<file path="src/rtl/control_fsm.sv">
// CR16 multi-cycle control unit: sequences FETCH/DECODE/EXECUTE/LOAD_WB, owns PC/IR/PSR,
// and drives every datapath and memory control input combinationally from state and IR.
module control_fsm #(
  parameter logic [15:0] PC_RESET_VALUE = 16'h0000
) (
  input  logic        I_CLK,
  input  logic        I_NRESET,
  input  logic [15:0] I_MEM_DATA,
  input  logic [15:0] I_A,
  input  logic [15:0] I_B,
  input  logic [4:0]  I_STATUS_FLAGS,
  output logic [15:0] O_MEM_ADDRESS,
  output logic        O_MEM_WRITE_ENABLE,
  output logic [15:0] O_MEM_WRITE_DATA,
  output logic [15:0] O_REG_WRITE_ENABLE,
  output logic [3:0]  O_REG_A_SELECT,
  output logic [3:0]  O_REG_B_SELECT,
  output logic [15:0] O_IMMEDIATE,
  output logic        O_IMMEDIATE_SELECT,
  output logic [3:0]  O_OPCODE,
  output logic [15:0] O_REGFILE_DATA,
  output logic        O_REGFILE_DATA_SELECT,
  output logic [15:0] O_PC,
  output logic [1:0]  O_STATE,
  output logic [4:0]  O_PSR
);

  typedef enum logic [1:0] {
    S_FETCH   = 2'd0,
    S_DECODE  = 2'd1,
    S_EXECUTE = 2'd2,
    S_LOAD_WB = 2'd3
  } state_t;

  state_t      state_q, state_d;
  logic [15:0] pc_q, pc_d;
  logic [15:0] ir_q, ir_d;
  logic [4:0]  psr_q, psr_d;

  logic [3:0] op, rdest, ext, rsrc, code;
  logic [7:0] imm8;
  logic       is_alu, is_imm, is_cmp, is_mov, is_arith;
  logic       is_lui, is_load, is_stor, is_jcond, is_bcond, taken;

  // PSR bit order is {C,L,F,Z,N}.
  function automatic logic cond_met(input logic [3:0] c, input logic [4:0] f);
    case (c)
      4'b0000: cond_met = f[1];
      4'b0001: cond_met = !f[1];
      4'b0010: cond_met = f[4];
      4'b0011: cond_met = !f[4];
      4'b0110: cond_met = f[0];
      4'b0111: cond_met = !f[0];
      4'b1110: cond_met = 1'b1;
      default: cond_met = 1'b0;
    endcase
  endfunction

  // Register-form ALU ops carry the operation in ext; immediate forms reuse it as op.
  always_comb begin
    op       = ir_q[15:12];
    rdest    = ir_q[11:8];
    ext      = ir_q[7:4];
    rsrc     = ir_q[3:0];
    imm8     = ir_q[7:0];
    code     = (op == 4'b0000) ? ext : op;
    is_alu   = 1'b0;
    case (code)
      4'b0101, 4'b1001, 4'b1011, 4'b0001, 4'b0010, 4'b0011, 4'b1101: is_alu = 1'b1;
      default: is_alu = 1'b0;
    endcase
    is_imm   = is_alu && (op != 4'b0000);
    is_cmp   = is_alu && (code == 4'b1011);
    is_mov   = is_alu && (code == 4'b1101);
    is_arith = is_alu && ((code == 4'b0101) || (code == 4'b1001) || (code == 4'b1011));
    is_lui   = (op == 4'b1111);
    is_load  = (op == 4'b0100) && (ext == 4'b0000);
    is_stor  = (op == 4'b0100) && (ext == 4'b0100);
    is_jcond = (op == 4'b0100) && (ext == 4'b1100);
    is_bcond = (op == 4'b1100);
    taken    = (is_jcond || is_bcond) && cond_met(rdest, psr_q);
  end

  always_ff @(posedge I_CLK or negedge I_NRESET) begin
    if (!I_NRESET) begin
      state_q <= S_FETCH;
      pc_q    <= PC_RESET_VALUE;
      ir_q    <= 16'h0000;
      psr_q   <= 5'b00000;
    end else begin
      state_q <= state_d;
      pc_q    <= pc_d;
      ir_q    <= ir_d;
      psr_q   <= psr_d;
    end
  end

  always_comb begin
    state_d = state_q;
    pc_d    = pc_q;
    ir_d    = ir_q;
    psr_d   = psr_q;
    case (state_q)
      S_FETCH:  state_d = S_DECODE;
      S_DECODE: begin
        ir_d    = I_MEM_DATA;
        state_d = S_EXECUTE;
      end
      S_EXECUTE: begin
        state_d = is_load ? S_LOAD_WB : S_FETCH;
        if (!taken)        pc_d = pc_q + 16'd1;
        else if (is_jcond) pc_d = I_B;
        else               pc_d = pc_q + {{8{imm8[7]}}, imm8};
        if (is_arith) psr_d = I_STATUS_FLAGS;
      end
      default: state_d = S_FETCH;
    endcase
  end

  always_comb begin
    O_MEM_ADDRESS         = pc_q;
    O_MEM_WRITE_ENABLE    = 1'b0;
    O_MEM_WRITE_DATA      = 16'h0000;
    O_REG_WRITE_ENABLE    = 16'h0000;
    O_REG_A_SELECT        = is_mov ? rsrc : rdest;
    O_REG_B_SELECT        = rsrc;
    O_IMMEDIATE           = 16'h0000;
    O_IMMEDIATE_SELECT    = 1'b0;
    O_OPCODE              = 4'd0;
    O_REGFILE_DATA        = 16'h0000;
    O_REGFILE_DATA_SELECT = 1'b0;
    O_PC                  = pc_q;
    O_STATE               = state_q;
    O_PSR                 = psr_q;
    if (is_alu) begin
      case (code)
        4'b1001, 4'b1011: O_OPCODE = 4'd3;
        4'b0001:          O_OPCODE = 4'd5;
        4'b0010, 4'b1101: O_OPCODE = 4'd6;
        4'b0011:          O_OPCODE = 4'd7;
        default:          O_OPCODE = 4'd0;
      endcase
      O_IMMEDIATE        = is_arith ? {{8{imm8[7]}}, imm8} : {8'h00, imm8};
      O_IMMEDIATE_SELECT = is_imm && !is_mov;
    end
    if (is_imm && is_mov) begin
      O_REGFILE_DATA        = {8'h00, imm8};
      O_REGFILE_DATA_SELECT = 1'b1;
    end
    if (is_lui) begin
      O_REGFILE_DATA        = {imm8, 8'h00};
      O_REGFILE_DATA_SELECT = 1'b1;
    end
    if (state_q == S_EXECUTE) begin
      if ((is_alu && !is_cmp) || is_lui) O_REG_WRITE_ENABLE = 16'd1 << rdest;
      if (is_load || is_stor) O_MEM_ADDRESS = I_B;
      if (is_stor) begin
        O_MEM_WRITE_ENABLE = 1'b1;
        O_MEM_WRITE_DATA   = I_A;
      end
    end
    if ((state_q == S_LOAD_WB) && is_load) begin
      O_REGFILE_DATA        = I_MEM_DATA;
      O_REGFILE_DATA_SELECT = 1'b1;
      O_REG_WRITE_ENABLE    = 16'd1 << rdest;
    end
  end

endmodule

</file>
<file path="config.mk">
export PLATFORM = sky130hd
export DESIGN_NAME = control_fsm
export DESIGN_NICKNAME = d
export VERILOG_FILES = /design/src/rtl/control_fsm.sv
export SDC_FILE = /design/constraint.sdc
export NUM_CORES = 1
export LEC_CHECK = 0
export ABC_AREA = 1
export BUFFER_PORTS_ARGS = -buffer_cell sky130_fd_sc_hd__buf_2
export CORE_UTILIZATION = 45
export DETAILED_ROUTE_END_ITERATION = 10
export HOLD_SLACK_MARGIN = 0.03
export MAX_ROUTING_LAYER = met4
export PLACE_DENSITY = 0.9
export SLEW_MARGIN = 30
export SYNTH_ARGS = -nofsm -noshare
export SYNTH_HDL_FRONTEND = slang
export SYNTH_SLANG_ARGS = --single-unit
export TNS_END_PERCENT = 50
</file>
<file path="constraint.sdc">
create_clock -name I_CLK -period 1.8 [get_ports I_CLK]
set_clock_uncertainty 0.1 [all_clocks]
set_input_delay 0.27 -clock I_CLK [delete_from_list [all_inputs] [get_ports I_CLK]]
set_output_delay 0.27 -clock I_CLK [all_outputs]
set_load 0.02 [all_outputs]
</file>
# == Yosys cells after proc, flatten, opt, wreduce, memory -nomap -nowiden ==
# Cells that the tools add are included.
# totals
register_bits,39
inputBits,55
word_cells,87
# classes
shift,1
n_eq_ne,21
muxes,28
addsub,2
n_reduce_logical,31
# ops
cell,count
16-bit two-way mux,13
"4-bit equality test, second input constant",7
"4-bit by 3-bit equality test with 1-bit output, second input constant",5
"16-bit by 1-bit adder with 16-bit output, second input constant",1
16-bit adder,1
"4-bit by 2-bit equality test with 1-bit output, second input constant",4
"1-bit by 4-bit left shift with 16-bit output, first input constant",1
1-bit logical AND,12
4-bit logical NOT,3
3-bit case mux with 4 select lines,1
"4-bit by 1-bit equality test with 1-bit output, second input constant",2
4-bit two-way mux,2
8-bit two-way mux,1
1-bit two-way mux,7
1-bit case mux with 7 select lines,1
7-bit OR reduction,1
2-bit case mux with 3 select lines,1
1-bit logical NOT,5
1-bit logical OR,5
"2-bit equality test, second input constant",2
4-bit nonzero test,1
2-bit OR reduction,2
3-bit two-way mux,1
"2-bit by 1-bit equality test with 1-bit output, second input constant",1
other kinds (3),3

# == Depth between registers and ports, before layout ==
# logic_depth
word_depth,12
ltp_mapped,13

# == Worst setup path before layout ==
# No wires, ideal clock.
# synth_path
path_kind,reg2out
startpoint,register ir_q[12]
endpoint,output port O_IMMEDIATE[10]
stages_incl_launch_ff,9
slack_ns,-0.479
t_arrival_ns,1.909
required_ns,1.430
n_path_buf,1
cell_sequence,dfrtp_1 > nor2_4 > nand3_2 > o21ai_1 > inv_1 > o21ai_2 > nand2_2 > nor2_1 > buf_4
# synth_between
elab_chain_len,8
elab_cells_between_ends,16
cone_classes,eq/ne (7); mux (4); reduce/logical (5)
# synth_lines
element,line_no,source
start: declaration,37,"logic [15:0] ir_q, ir_d;"
start signal: assignment,93,ir_q <= ir_d;
4-bit logical NOT,66,code = (op == 4'b0000) ? ext : op;
4-bit two-way mux (*),66,
4-bit equality test (tied with other cells),68,case (code)
7-bit OR reduction / 1-bit logical OR (equally long branches),"68, 75",
1-bit two-way mux / 1-bit logical OR (equally long branches),"68, 75",
1-bit logical AND,75,is_arith = is_alu && ((code == 4'b0101) || (code == 4'b1001) || (code == 4'b1011));
16-bit two-way mux,143,"O_IMMEDIATE = is_arith ? {{8{imm8[7]}}, imm8} : {8'h00, imm8};"
16-bit two-way mux (*),135,if (is_alu) begin
end: declaration,18,"output logic [15:0] O_IMMEDIATE,"
# Mark *: on every way between the ends. The rest lies on a longest branch, timed or not.

# == Final worst setup path ==
# layout_path
startpoint,register ir_q[12]
endpoint,output port O_REGFILE_DATA[7]
# layout_between
elab_chain_len,10
elab_cells_between_ends,22
cone_classes,eq/ne (9); mux (5); reduce/logical (8)
# layout_lines
element,line_no,source
4-bit logical NOT,66,
4-bit two-way mux,66,
4-bit equality test (tied with other cells),"68, 74",
7-bit OR reduction,68,
1-bit two-way mux,68,
1-bit logical AND (on tied branches),"72, 74",
1-bit logical AND,146,if (is_imm && is_mov) begin
8-bit two-way mux,146,
16-bit two-way mux,150,if (is_lui) begin
16-bit two-way mux (*),162,if ((state_q == S_LOAD_WB) && is_load) begin
end: declaration,21,"output logic [15:0] O_REGFILE_DATA,"
# Marked as above.

==> metrics.txt <==
die width=just under 100 um; cell type with the largest total area after synthesis=dfrtp_1; highest clock rate=about 0.37 GHz; first-pass GRT wire length=approximately 29000 um; Final Hold Viols=0; Reg area=~980 sq um; Synth-to-Final Area Change=77.3%; # diodes=0; part of the cycle the worst path needs=150%; Placer Congestion=around 0.98; family with the most delay on the worst path=simple AND/OR/NAND/NOR gates; Final Worst Setup Slack=-0.898 ns; synthesized area=around 4200 sq um; failing checks=DRC, setup timing; Multi-input gate area=about 3400 sq um; Max Fanout on Critical Path=9; Initial DRC Count=between 500 and 600; Finished Layout Cells=approximately 1100; Worst-Margin Slew=0.573 ns; Synthesis Warnings=0; drt wl/cell=a little under 20 um; Total Die Area=around 9700 sq um; Tot GR Track Use=between 30 and 40%; CP Cell Sequence=nor2_4, buf_4, nand3_1, nand2_2, nand2_1, nor2_4, buf_4, nand2_8, o22ai_1, buf_4; die height=roughly 98 um; slowest CP cell=dfrtp_1; # nets final=about 1100; Slew Limit Fails=0; RSZ-0062 raised after global routing=true; worst vdd ir=about 1.7 mV; most used cell, CP=buf_4; worst-skew pair later-pin latency=~0.33 ns; Antenna Nets Post-Route=0; Filler cells=between 500 and 600; ranking of synthesized cells by area=dfrtp_1, nand2_1, inv_1; I/O pin count=about 170; wirelength, routed=about 21000 um; worst rel slew slack=just over 60%; H-tree depth=2; via count=6417; Remaining DRCs=8; required time of the critical path=around 1.4 ns; crit path capture type=primary output; Synth Instances=between 600 and 700; WP data arrival=2.33 ns; Seq cells post-synth=39; sequential fraction of the synthesis area=a little under a quarter; post-synthesis area per instance=approximately 6.0 sq um; share of the synthesized area in the top cell type=about a quarter; PortBufs=approximately 170; Setup Crit Path Kind=flop to primary output; CP startpoint kind=flop; power per cell area=~2000 nW/um^2; Worst Path Buf+Inv=3; number of global-route vias before repair=6102; Tmin final=2.70 ns; Initial DRT Pass Iterations=9; Max clock buf depth=2; crit-path max cell delay=0.43 ns; # rows=34; clock transition at the registers of the reported paths=0.09 ns; status=finished, violations left; final core occ=a little over four fifths; Initial Utilization=between 40% and 50%; largest net degree at the start of global routing=40; Netlist cell types=38; CTS tree=yes; antenna violations before repair=0; max cap viols=0; grt ovf=0; Post-DP HPWL=between 10000 and 15000 um; Mapped Nets=770; Sink Count=39; root buffer cell=clkbuf_8; HP Class=input pin to flop; Leakage Power=0.00398 uW; proportion of layout cells with a drive suffix above 1=~48%; Setup Viol. Count Final=111; core box area=just under 9000 sq um; via/cell ratio=roughly 5.9; CTS Buf Count=5; DP Cell Count=1061
[logic make-up (layout without fill, tap and decap cells)]
family	after synthesis	in the layout	synth area share, %
adders and majority gates	17	17	5.27
DFF	39	39	23.4
xor gates and xnor gates	17	17	3.57
other	1	1	0.0898
AOI/OAI and AO/OA	111	111	14.1
buffers and inverters	148	430	15.2
and+or+nand+nor	365	365	38.3
[worst min-delay path: stages]
cell and delay, ns:
buf_2 0.07, nand2_1 0.04, o21ai_0 0.06
[cell usage after synthesis (all sizes together)]
library cell,number
conb,1
a21oi,29
nor3,13
nor4,1
o211ai,1
ha,16
clkinv,1
buf,23
o21ai,63
nor2,92
or2,2
and2,1
nand3,54
inv,117
o22ai,16
nand3b,4
xor2,13
nand4,5
xnor2,4
a31oi,1
o21bai,1
fa,1
nand2,193
clkbuf,7
dfrtp,39
[state kept, by name, summed over array words and instances, names as in the netlist]
| name | flops |
|---|---|
| ir_q | 16 |
| O_PC | 16 |
| O_STATE | 2 |
| O_PSR | 5 |
[metrics by stage]
| stage | setup slack [ns] | hold WS, ns | TNS (ns) | area, sq um | total power (uW) |
|---|---|---|---|---|---|
| after floorplan | -0.251 | -0.126 | -12.28 | 4680 | 7480 |
| after global placement | -0.298 | 0.272 | -18.13 | 6320 | 10900 |
| after detailed placement | -0.385 | 0.276 | -24.05 | 6320 | 11200 |
| after CTS | -0.646 | 0.0630 | -49.04 | 7070 | 12900 |
| after global routing | -0.984 | 0.0740 | -82.16 | 7400 | 15200 |
| final | -0.898 | 0.0620 | -72.94 | 7400 | 14600 |
[layout by cell type (no fill, tap or decap), types with 2 or more instances in the layout]
cell / netlist / final
inv_2: 5 / 11
ha_1: 16 / 5
o21ai_2: 1 / 5
nand3_4: 2 / 3
o21ai_1: 3 / 11
buf_6: 3 / 44
ha_4: 0 / 11
o22ai_4: 0 / 2
nor2_1: 83 / 56
or2_4: 0 / 2
a21oi_4: 0 / 2
nand3b_1: 4 / 4
buf_4: 12 / 148
buf_2: 8 / 101
clkinvlp_4: 0 / 2
nor2_4: 3 / 16
dfrtp_2: 0 / 5
xnor2_1: 4 / 3
nand4_1: 5 / 5
nand2_8: 0 / 2
nand3_1: 50 / 40
nand2_4: 2 / 16
nor3_1: 13 / 12
o21ai_4: 0 / 17
nand2_1: 188 / 153
nand3_2: 2 / 11
buf_16: 0 / 3
nand2_2: 3 / 22
a21oi_1: 29 / 22
inv_4: 1 / 3
xor2_1: 13 / 13
inv_1: 111 / 103
buf_12: 0 / 7
a21oi_2: 0 / 5
dfrtp_1: 39 / 34
o22ai_1: 16 / 13
o21ai_0: 59 / 30
nor2_2: 5 / 19
clkbuf_8: 0 / 5
[power by group]
part           leakage [uW]  total [uW]  internal, uW  switching [uW]
Sequential         0.000473        1810          1300             513
Combinational       0.00347       12100          5020            7050
Clock             0.0000402         687           271             416
[final timing paths]
path / start / end / slack [ns] / depth (start not counted)
hold reg to reg: O_PSR[2] / O_PSR[2] / 0.43 / 2
min in group asynchronous: I_NRESET / O_PC[4] / 0.45 / 3
hold / removal: I_STATUS_FLAGS[1] / O_PSR[1] / 0.06 / 3
max in group asynchronous: I_NRESET / O_PC[0] / 0.72 / 3
setup / recovery: ir_q[12] / O_REGFILE_DATA[7] / -0.90 / 10
setup reg to reg: ir_q[13] / O_PSR[4] / -0.41 / 12
[per-layer routing]
layer	up-vias	part of all wire (%)	track usage, %
li1	2760	-	-
met1	2867	33	41.1
met2	583	47	69.4
met3	207	11	7.44
met4	0	9.4	26.5
met5	-	0	-
[repair_timing]
| action | 4_1_cts | 5_1_grt |
|---|---|---|
| gates cloned | 4 | 0 |
| pin swaps | 19 | 22 |
| hold endpoints to repair | 39 | 0 |
| setup endpoints to repair | 111 | 111 |
| hold buffers | 1 | 0 |
| resized for setup | 147 | 64 |
| buffers inserted | 7 | 7 |
[final cells by class]
type,instances,share of cell area [%]
clock buffer,5,0.930
clock inverter,3,0.270
inverter,118,6.09
multi-input combinational,511,45.9
sequential,39,13.3
tap,108,1.83
timing repair buffer,304,31.7
Power figures use the tool's default switching activity.
